<file path="src/rtl/multicycle_control_fsm_if.sv">
//------------------------------------------------------------------------------
// Module  : multicycle_control_fsm_if
// Brief   : Memory handshake and datapath control bundle for the multicycle FSM.
// Revision: 1.0 - initial release
//------------------------------------------------------------------------------
`default_nettype none

interface multicycle_control_fsm_if #(
  parameter int INS_WIDTH = 32,
  parameter int ALU_WIDTH = 5,
  parameter int CNT_WIDTH = 16
);
  logic [INS_WIDTH-1:0] ins;
  logic                 mem_ready;
  logic                 mem_req;
  logic                 IorD;
  logic                 memWrite;
  logic                 IRWrite;
  logic                 PCWrite;
  logic                 branchEnable;
  logic [1:0]           PCSrc;
  logic                 ALUSrcA;
  logic [1:0]           ALUSrcB;
  logic [ALU_WIDTH-1:0] ALUControl;
  logic                 regDst;
  logic                 regWriteEnable;
  logic                 memToReg;
  logic [2:0]           state;
  logic                 fault;
  logic [CNT_WIDTH-1:0] retired;

  modport slave (
    input  ins, mem_ready,
    output mem_req, IorD, memWrite, IRWrite, PCWrite, branchEnable, PCSrc,
           ALUSrcA, ALUSrcB, ALUControl, regDst, regWriteEnable, memToReg,
           state, fault, retired
  );

  modport master (
    output ins, mem_ready,
    input  mem_req, IorD, memWrite, IRWrite, PCWrite, branchEnable, PCSrc,
           ALUSrcA, ALUSrcB, ALUControl, regDst, regWriteEnable, memToReg,
           state, fault, retired
  );
endinterface

`default_nettype wire

</file>
<file path="src/rtl/multicycle_control_fsm.sv">
//------------------------------------------------------------------------------
// Module  : multicycle_control_fsm
// Brief   : FETCH/DECODE/EXEC/MEM/WB sequencer with memory timeout and retire count.
// Revision: 1.0 - initial release
//------------------------------------------------------------------------------
`default_nettype none

module multicycle_control_fsm #(
  parameter int INS_WIDTH = 32,
  parameter int ALU_WIDTH = 5,
  parameter int TIMEOUT   = 16,
  parameter int CNT_WIDTH = 16
) (
  input  wire logic              clock,
  input  wire logic              reset_n,
  multicycle_control_fsm_if.slave bus
);

  localparam logic [2:0] c_FETCH  = 3'd0;
  localparam logic [2:0] c_DECODE = 3'd1;
  localparam logic [2:0] c_EXEC   = 3'd2;
  localparam logic [2:0] c_MEM    = 3'd3;
  localparam logic [2:0] c_WB     = 3'd4;
  localparam logic [2:0] c_FAULT  = 3'd5;

  localparam int                  c_WAIT_W    = (TIMEOUT > 1) ? $clog2(TIMEOUT) : 1;
  localparam logic [c_WAIT_W-1:0] c_WAIT_LAST = c_WAIT_W'(TIMEOUT - 1);

  logic [2:0]           r_state;
  logic [5:0]           r_op;
  logic [c_WAIT_W-1:0]  r_wait;
  logic [CNT_WIDTH-1:0] r_retired;
  logic                 r_run;

  logic [2:0]           w_next;
  logic [c_WAIT_W-1:0]  w_wait_next;
  logic                 w_retire;
  logic                 w_op_load;

  logic w_rtype, w_nori, w_lw, w_sw, w_jr, w_jal, w_bleu, w_legal;

  assign w_rtype = (r_op == 6'b100000) || (r_op == 6'b100110) || (r_op == 6'b000100) ||
                   (r_op == 6'b000000) || (r_op == 6'b000010);
  assign w_nori  = (r_op == 6'b001110);
  assign w_lw    = (r_op == 6'b100011);
  assign w_sw    = (r_op == 6'b101011);
  assign w_jr    = (r_op == 6'b001000);
  assign w_jal   = (r_op == 6'b000011);
  assign w_bleu  = (r_op == 6'b010000);
  assign w_legal = w_rtype | w_nori | w_lw | w_sw | w_jr | w_jal | w_bleu;

  always_comb begin
    w_next      = r_state;
    w_wait_next = r_wait;
    w_retire    = 1'b0;
    w_op_load   = 1'b0;
    case (r_state)
      c_FETCH: begin
        // Nothing is requested until the first edge after reset release.
        if (r_run) begin
          if (bus.mem_ready) begin
            w_next    = c_DECODE;
            w_op_load = 1'b1;
          end else if (r_wait == c_WAIT_LAST) begin
            w_next = c_FAULT;
          end else begin
            w_wait_next = r_wait + c_WAIT_W'(1);
          end
        end
      end
      c_DECODE: w_next = w_legal ? c_EXEC : c_FAULT;
      c_EXEC: begin
        if (w_rtype || w_nori || w_jal) begin
          w_next = c_WB;
        end else if (w_lw || w_sw) begin
          w_next = c_MEM;
        end else begin
          w_next   = c_FETCH;
          w_retire = 1'b1;
        end
      end
      c_MEM: begin
        if (bus.mem_ready) begin
          w_next   = w_lw ? c_WB : c_FETCH;
          w_retire = !w_lw;
        end else if (r_wait == c_WAIT_LAST) begin
          w_next = c_FAULT;
        end else begin
          w_wait_next = r_wait + c_WAIT_W'(1);
        end
      end
      c_WB: begin
        w_next   = c_FETCH;
        w_retire = 1'b1;
      end
      c_FAULT: w_next = c_FAULT;
      default: w_next = c_FAULT;
    endcase
    if (w_next != r_state) begin
      w_wait_next = '0;
    end
  end

  always_ff @(posedge clock or negedge reset_n) begin
    if (!reset_n) begin
      r_state   <= c_FETCH;
      r_op      <= '0;
      r_wait    <= '0;
      r_retired <= '0;
      r_run     <= 1'b0;
    end else begin
      r_run   <= 1'b1;
      r_state <= w_next;
      r_wait  <= w_wait_next;
      if (w_op_load) begin
        r_op <= bus.ins[INS_WIDTH-1 -: 6];
      end
      if (w_retire) begin
        r_retired <= r_retired + CNT_WIDTH'(1);
      end
    end
  end

  always_comb begin
    bus.mem_req        = 1'b0;
    bus.IorD           = 1'b0;
    bus.memWrite       = 1'b0;
    bus.IRWrite        = 1'b0;
    bus.PCWrite        = 1'b0;
    bus.branchEnable   = 1'b0;
    bus.PCSrc          = 2'b00;
    bus.ALUSrcA        = 1'b0;
    bus.ALUSrcB        = 2'b00;
    bus.ALUControl     = '0;
    bus.regDst         = 1'b0;
    bus.regWriteEnable = 1'b0;
    bus.memToReg       = 1'b0;
    if (r_run) begin
      case (r_state)
        c_FETCH: begin
          bus.mem_req = 1'b1;
          bus.ALUSrcB = 2'b01;
          bus.IRWrite = bus.mem_ready;
          bus.PCWrite = bus.mem_ready;
        end
        c_EXEC: begin
          bus.ALUControl = r_op[5 -: ALU_WIDTH];
          bus.ALUSrcA    = 1'b1;
          if (w_nori || w_lw || w_sw) begin
            bus.ALUSrcB = 2'b10;
          end else if (w_bleu) begin
            bus.branchEnable = 1'b1;
            bus.PCSrc        = 2'b10;
          end else if (w_jr) begin
            bus.PCWrite = 1'b1;
            bus.PCSrc   = 2'b11;
          end else if (w_jal) begin
            bus.PCWrite = 1'b1;
            bus.PCSrc   = 2'b01;
            bus.ALUSrcB = 2'b11;
          end
        end
        c_MEM: begin
          bus.mem_req  = 1'b1;
          bus.IorD     = 1'b1;
          bus.memWrite = w_sw;
        end
        c_WB: begin
          bus.regWriteEnable = 1'b1;
          bus.memToReg       = w_lw | w_jal;
          bus.regDst         = w_rtype;
        end
        default: ;
      endcase
    end
  end

  assign bus.state   = r_state;
  assign bus.fault   = (r_state == c_FAULT);
  assign bus.retired = r_retired;

endmodule

`default_nettype wire

</file>
<file path="src/flat_wrapper.sv">
// flat-port wrapper written by rule: the top's interface ports become plain ports
module multicycle_control_fsm_flat 
#(
  parameter int INS_WIDTH = 32,
  parameter int ALU_WIDTH = 5,
  parameter int TIMEOUT   = 16,
  parameter int CNT_WIDTH = 16
)
  (clock, reset_n, bus_ins, bus_mem_ready, bus_mem_req, bus_IorD, bus_memWrite, bus_IRWrite, bus_PCWrite, bus_branchEnable, bus_PCSrc, bus_ALUSrcA, bus_ALUSrcB, bus_ALUControl, bus_regDst, bus_regWriteEnable, bus_memToReg, bus_state, bus_fault, bus_retired);
  multicycle_control_fsm_if #(.INS_WIDTH(INS_WIDTH), .ALU_WIDTH(ALU_WIDTH), .CNT_WIDTH(CNT_WIDTH)) bus_i ();
  input  wire logic clock;
  input  wire logic reset_n;
  input wire logic [$bits(bus_i.ins)-1:0] bus_ins;
  input wire logic [$bits(bus_i.mem_ready)-1:0] bus_mem_ready;
  output wire logic [$bits(bus_i.mem_req)-1:0] bus_mem_req;
  output wire logic [$bits(bus_i.IorD)-1:0] bus_IorD;
  output wire logic [$bits(bus_i.memWrite)-1:0] bus_memWrite;
  output wire logic [$bits(bus_i.IRWrite)-1:0] bus_IRWrite;
  output wire logic [$bits(bus_i.PCWrite)-1:0] bus_PCWrite;
  output wire logic [$bits(bus_i.branchEnable)-1:0] bus_branchEnable;
  output wire logic [$bits(bus_i.PCSrc)-1:0] bus_PCSrc;
  output wire logic [$bits(bus_i.ALUSrcA)-1:0] bus_ALUSrcA;
  output wire logic [$bits(bus_i.ALUSrcB)-1:0] bus_ALUSrcB;
  output wire logic [$bits(bus_i.ALUControl)-1:0] bus_ALUControl;
  output wire logic [$bits(bus_i.regDst)-1:0] bus_regDst;
  output wire logic [$bits(bus_i.regWriteEnable)-1:0] bus_regWriteEnable;
  output wire logic [$bits(bus_i.memToReg)-1:0] bus_memToReg;
  output wire logic [$bits(bus_i.state)-1:0] bus_state;
  output wire logic [$bits(bus_i.fault)-1:0] bus_fault;
  output wire logic [$bits(bus_i.retired)-1:0] bus_retired;
  assign bus_i.ins = bus_ins;
  assign bus_i.mem_ready = bus_mem_ready;
  assign bus_mem_req = bus_i.mem_req;
  assign bus_IorD = bus_i.IorD;
  assign bus_memWrite = bus_i.memWrite;
  assign bus_IRWrite = bus_i.IRWrite;
  assign bus_PCWrite = bus_i.PCWrite;
  assign bus_branchEnable = bus_i.branchEnable;
  assign bus_PCSrc = bus_i.PCSrc;
  assign bus_ALUSrcA = bus_i.ALUSrcA;
  assign bus_ALUSrcB = bus_i.ALUSrcB;
  assign bus_ALUControl = bus_i.ALUControl;
  assign bus_regDst = bus_i.regDst;
  assign bus_regWriteEnable = bus_i.regWriteEnable;
  assign bus_memToReg = bus_i.memToReg;
  assign bus_state = bus_i.state;
  assign bus_fault = bus_i.fault;
  assign bus_retired = bus_i.retired;
  multicycle_control_fsm #(.INS_WIDTH(INS_WIDTH), .ALU_WIDTH(ALU_WIDTH), .TIMEOUT(TIMEOUT), .CNT_WIDTH(CNT_WIDTH)) u_core (.clock(clock), .reset_n(reset_n), .bus(bus_i));
endmodule
</file>
<file path="config.mk">
export PLATFORM = sky130hd
export DESIGN_NAME = multicycle_control_fsm_flat
export DESIGN_NICKNAME = d
export VERILOG_FILES = /design/src/rtl/multicycle_control_fsm_if.sv /design/src/rtl/multicycle_control_fsm.sv /design/src/flat_wrapper.sv
export SDC_FILE = /design/constraint.sdc
export NUM_CORES = 1
export LEC_CHECK = 0
export CAP_MARGIN = 20
export CORE_MARGIN = 2
export CORE_UTILIZATION = 25
export CTS_CLUSTER_SIZE = 25
export DETAILED_ROUTE_END_ITERATION = 8
export PLACE_DENSITY = 0.51
export SYNTH_ARGS = -nofsm -noshare
export SYNTH_HDL_FRONTEND = slang
export SYNTH_SLANG_ARGS = --single-unit
</file>
<file path="constraint.sdc">
create_clock -name clock -period 3.75 [get_ports clock]
set_clock_uncertainty 0.2 [all_clocks]
set_input_delay 0.75 -clock clock [delete_from_list [all_inputs] [get_ports clock]]
set_output_delay 0.75 -clock clock [all_outputs]
set_load 0.1 [all_outputs]
</file>
==> out/metrics.cfg <==
[worst_setup_path]
endpoint_kind = primary output
critical-path-top-delay-family = simple AND/OR/NAND/NOR gates
crit_chain = nor3b_2 -> nand2b_1 -> a21oi_1 -> nand2_1 -> nor2_2 -> buf_4
critPathMaxFanout = 15
cp.required_ps = 2800
start_kind = flip-flop
critPathKind = flip-flop to primary output
path_buf_inv = 1
slowest_delay_ps = 650
cp.arrival_ps = 2320
cp_slowest_cell = nor3b_2

[cells_and_area]
finalNonFillerCells = 363
drive_gt1_frac = 0.234
nFillCells = 789
area_growth_pct = 33.4
multi_input_area_sq_um = 1170
design_area_sq_um = 2610
n_antenna_cell = 0
regArea_sq_um = 752
fin_nets = 298

[detailed_routing]
drt_wl_total_mm = 4.95
drt_iter0_drc = 90
firstDrtPassIters = 4
antenna_left = 0
drt_drc_violations_left = 0
vias = 1735
post_drt_wl_per_cell_um = 13.6
vias_per_cell = 4.78

[sta]
fmax_mhz = 306
finalHoldViolCount = 0
worstMarginPinSlew_ps = 976
hold_slack_ps = 264
fin_ws_ps = 478
slew_headroom = 0.348
min_period_ps = 3270
fin_crit_sh = 0.872
setup_viol = 0
rsz0062_at_grt = false
finalMaxSlewViolations = 0

[clocking]
ctsHoldBuffers = 0
cts_tree = done
clk_pin_slew_ps = 60
postCtsSetupBuffers = 0
cts_buffers = 5
cts_buffer_depth = 2
cts_max_level = 2
clock_latency_ps = 280
cts_root_buffer = clkbuf_8
clock-sinks = 30
cts_resized = 0

[power_and_ir_drop]
powerDensity_nw_per_um2 = 232
finalPower_uw = 605
total_leakage_power_uw = 0.00117
vdd_drop_max_v = 0.000135

[synthesis]
yosysUniqueCellTypes = 48
synthesis.area_sq_um = 1960
synth_seq_cells = 30
synth_top_cell_by_area = dfrtp_1
syn_nets = 253
synthCells = 216
yosysSeqAreaShare = 0.384
synthTopCellsByArea = dfrtp_1, xor2_1, nand2_1, nor3_1, and3_1
synth-edff-count = 0
synth_ff_type = dfrtp_1
synth_top_area_frac = 0.384
ys_async_sr_fraction = 1.00
postSynthAreaPerCell_sq_um = 9.06
yosys_warnings = 0

[floorplan]
die_area_sq_um = 8550
num_rows = 32
core_area_sq_um = 7650
initial_core_util = 0.256
ios = 74
die_w_um = 92.5
die_h_um = 92.5

[place]
gp_congestion = 0.775
placed_area_sq_um = 2520
pre_cts_ws_ps = 544
io_buffers = 47
dp_hpwl_mm = 3.57
dp.cells = 356

[global_routing]
grtUsageTotal = 0.117
antenna_found_initial = 0
grt_max_degree = 20
grt_pass1_vias = 1574
grt_pass1_wl_mm = 8.05
grt-ovfl-total = 0

[job]
maxCapViolations = 0

[hold_path]
hp-class = flip-flop to flip-flop

[status]
status = finished, final reports clean

==> cells in the final DEF (no fill, tap or decap), types with 3 or more instances in the layout <==
| cell | n |
|---|---|
| a21oi_1 | 10 |
| clkbuf_8 | 6 |
| xor2_1 | 18 |
| and3_2 | 4 |
| nand3_1 | 10 |
| buf_4 | 28 |
| nor4b_1 | 5 |
| inv_1 | 5 |
| o21ai_0 | 6 |
| dfrtp_1 | 29 |
| nor2_1 | 9 |
| clkdlybuf4s50_1 | 20 |
| and3_1 | 5 |
| nand2b_1 | 4 |
| nor3_1 | 13 |
| xnor2_1 | 4 |
| a211oi_1 | 3 |
| nand2_1 | 28 |
==> path summary, 6_finish.rpt <==
path | startpoint | end | slack [ps] | cells past startpoint
max | u_core.bus.state[0] | bus_PCSrc[0] | 480 | 6
min | u_core.bus.retired[15] | u_core.bus.retired[15] | 260 | 1
max reg2reg | u_core.r_op[5] | u_core.bus.retired[10] | 1050 | 6
min reg2reg | u_core.bus.retired[15] | u_core.bus.retired[15] | 260 | 1
max in group asynchronous | reset_n | u_core.r_op[3] | 1960 | 2
min in group asynchronous | reset_n | u_core.bus.retired[8] | 760 | 1
==> Yosys cell counts (2+ instances only) <==
cell      number
a211o_1        2
nor3b_2        2
clkbuf_1       4
dfrtp_1       30
nand4_1        2
inv_1          5
nor2b_1        3
nor4b_1        5
nor3b_1        2
a211oi_1       3
nand2b_1       4
o221ai_1       2
xnor2_1        4
xor2_1        18
a21oi_1       11
or3_1          2
buf_6          2
nand2_1       28
nor4_1         3
nor3_1        14
and3_1        10
nor2_1        10
and2_1         3
and4bb_2       2
ha_1           2
mux2i_1        2
o21ai_0        6
and4_1         2
nand3_1       10
buf_2          5
==> metrics by stage <==
step / setup TNS, ps / util
floorplan: -240 / -
global placement: 0 / 0.330
detailed placement: 0 / 0.330
CTS: 0 / 0.341
global route: 0 / 0.341
finish: 0 / 0.341
==> final cells by class <==
class / count / share of cell area
Inverter: 6 / 0.00863
Sequential cell: 30 / 0.288
Tap cell: 102 / 0.0489
Multi-Input combinational cell: 168 / 0.449
Timing Repair Buffer: 50 / 0.173
Clock buffer: 7 / 0.0331
==> logic make-up after synthesis <==
kind of cell,Yosys count,share of synthesized area
multiplexers,3,0.0160
adder cells (fa/ha/maj),2,0.0128
XOR/XNOR,22,0.0985
flip-flops,30,0.384
buffers and inverters,18,0.0473
AND/OR/NAND/NOR,106,0.308
AO/OA/AOI/OAI,34,0.132
other,1,0.00192
==> worst reg2reg max path, stage by stage, from the launching register on <==
cell and delay (ps):
dfrtp_1 720, xor2_1 260, a311oi_2 140, a211o_1 340, a31oi_4 480, and4bb_2 300
xor2_1 140
==> per-layer routing <==
layer	vias up	global-route usage	part of all wire
met5	-	0	0
met4	0	0.0398	0.015
met3	7	0.0325	0.063
met2	50	0.171	0.43
met1	812	0.166	0.49
li1	866	-	-
==> registers in the layout, summed over array words and instances (netlist names) <==
register	flops
u_core.bus.state	3
u_core.bus.retired	16
u_core.r_op	6
u_core.r_wait	4
u_core.r_run	1
==> power by group <==
group          switching, uW  total, uW  internal, uW
combinational           10.2       19.9          9.67
clock                    114        259           145
sequential              1.46        326           324
No activity file was read; power rests on OpenSTA's default activity.
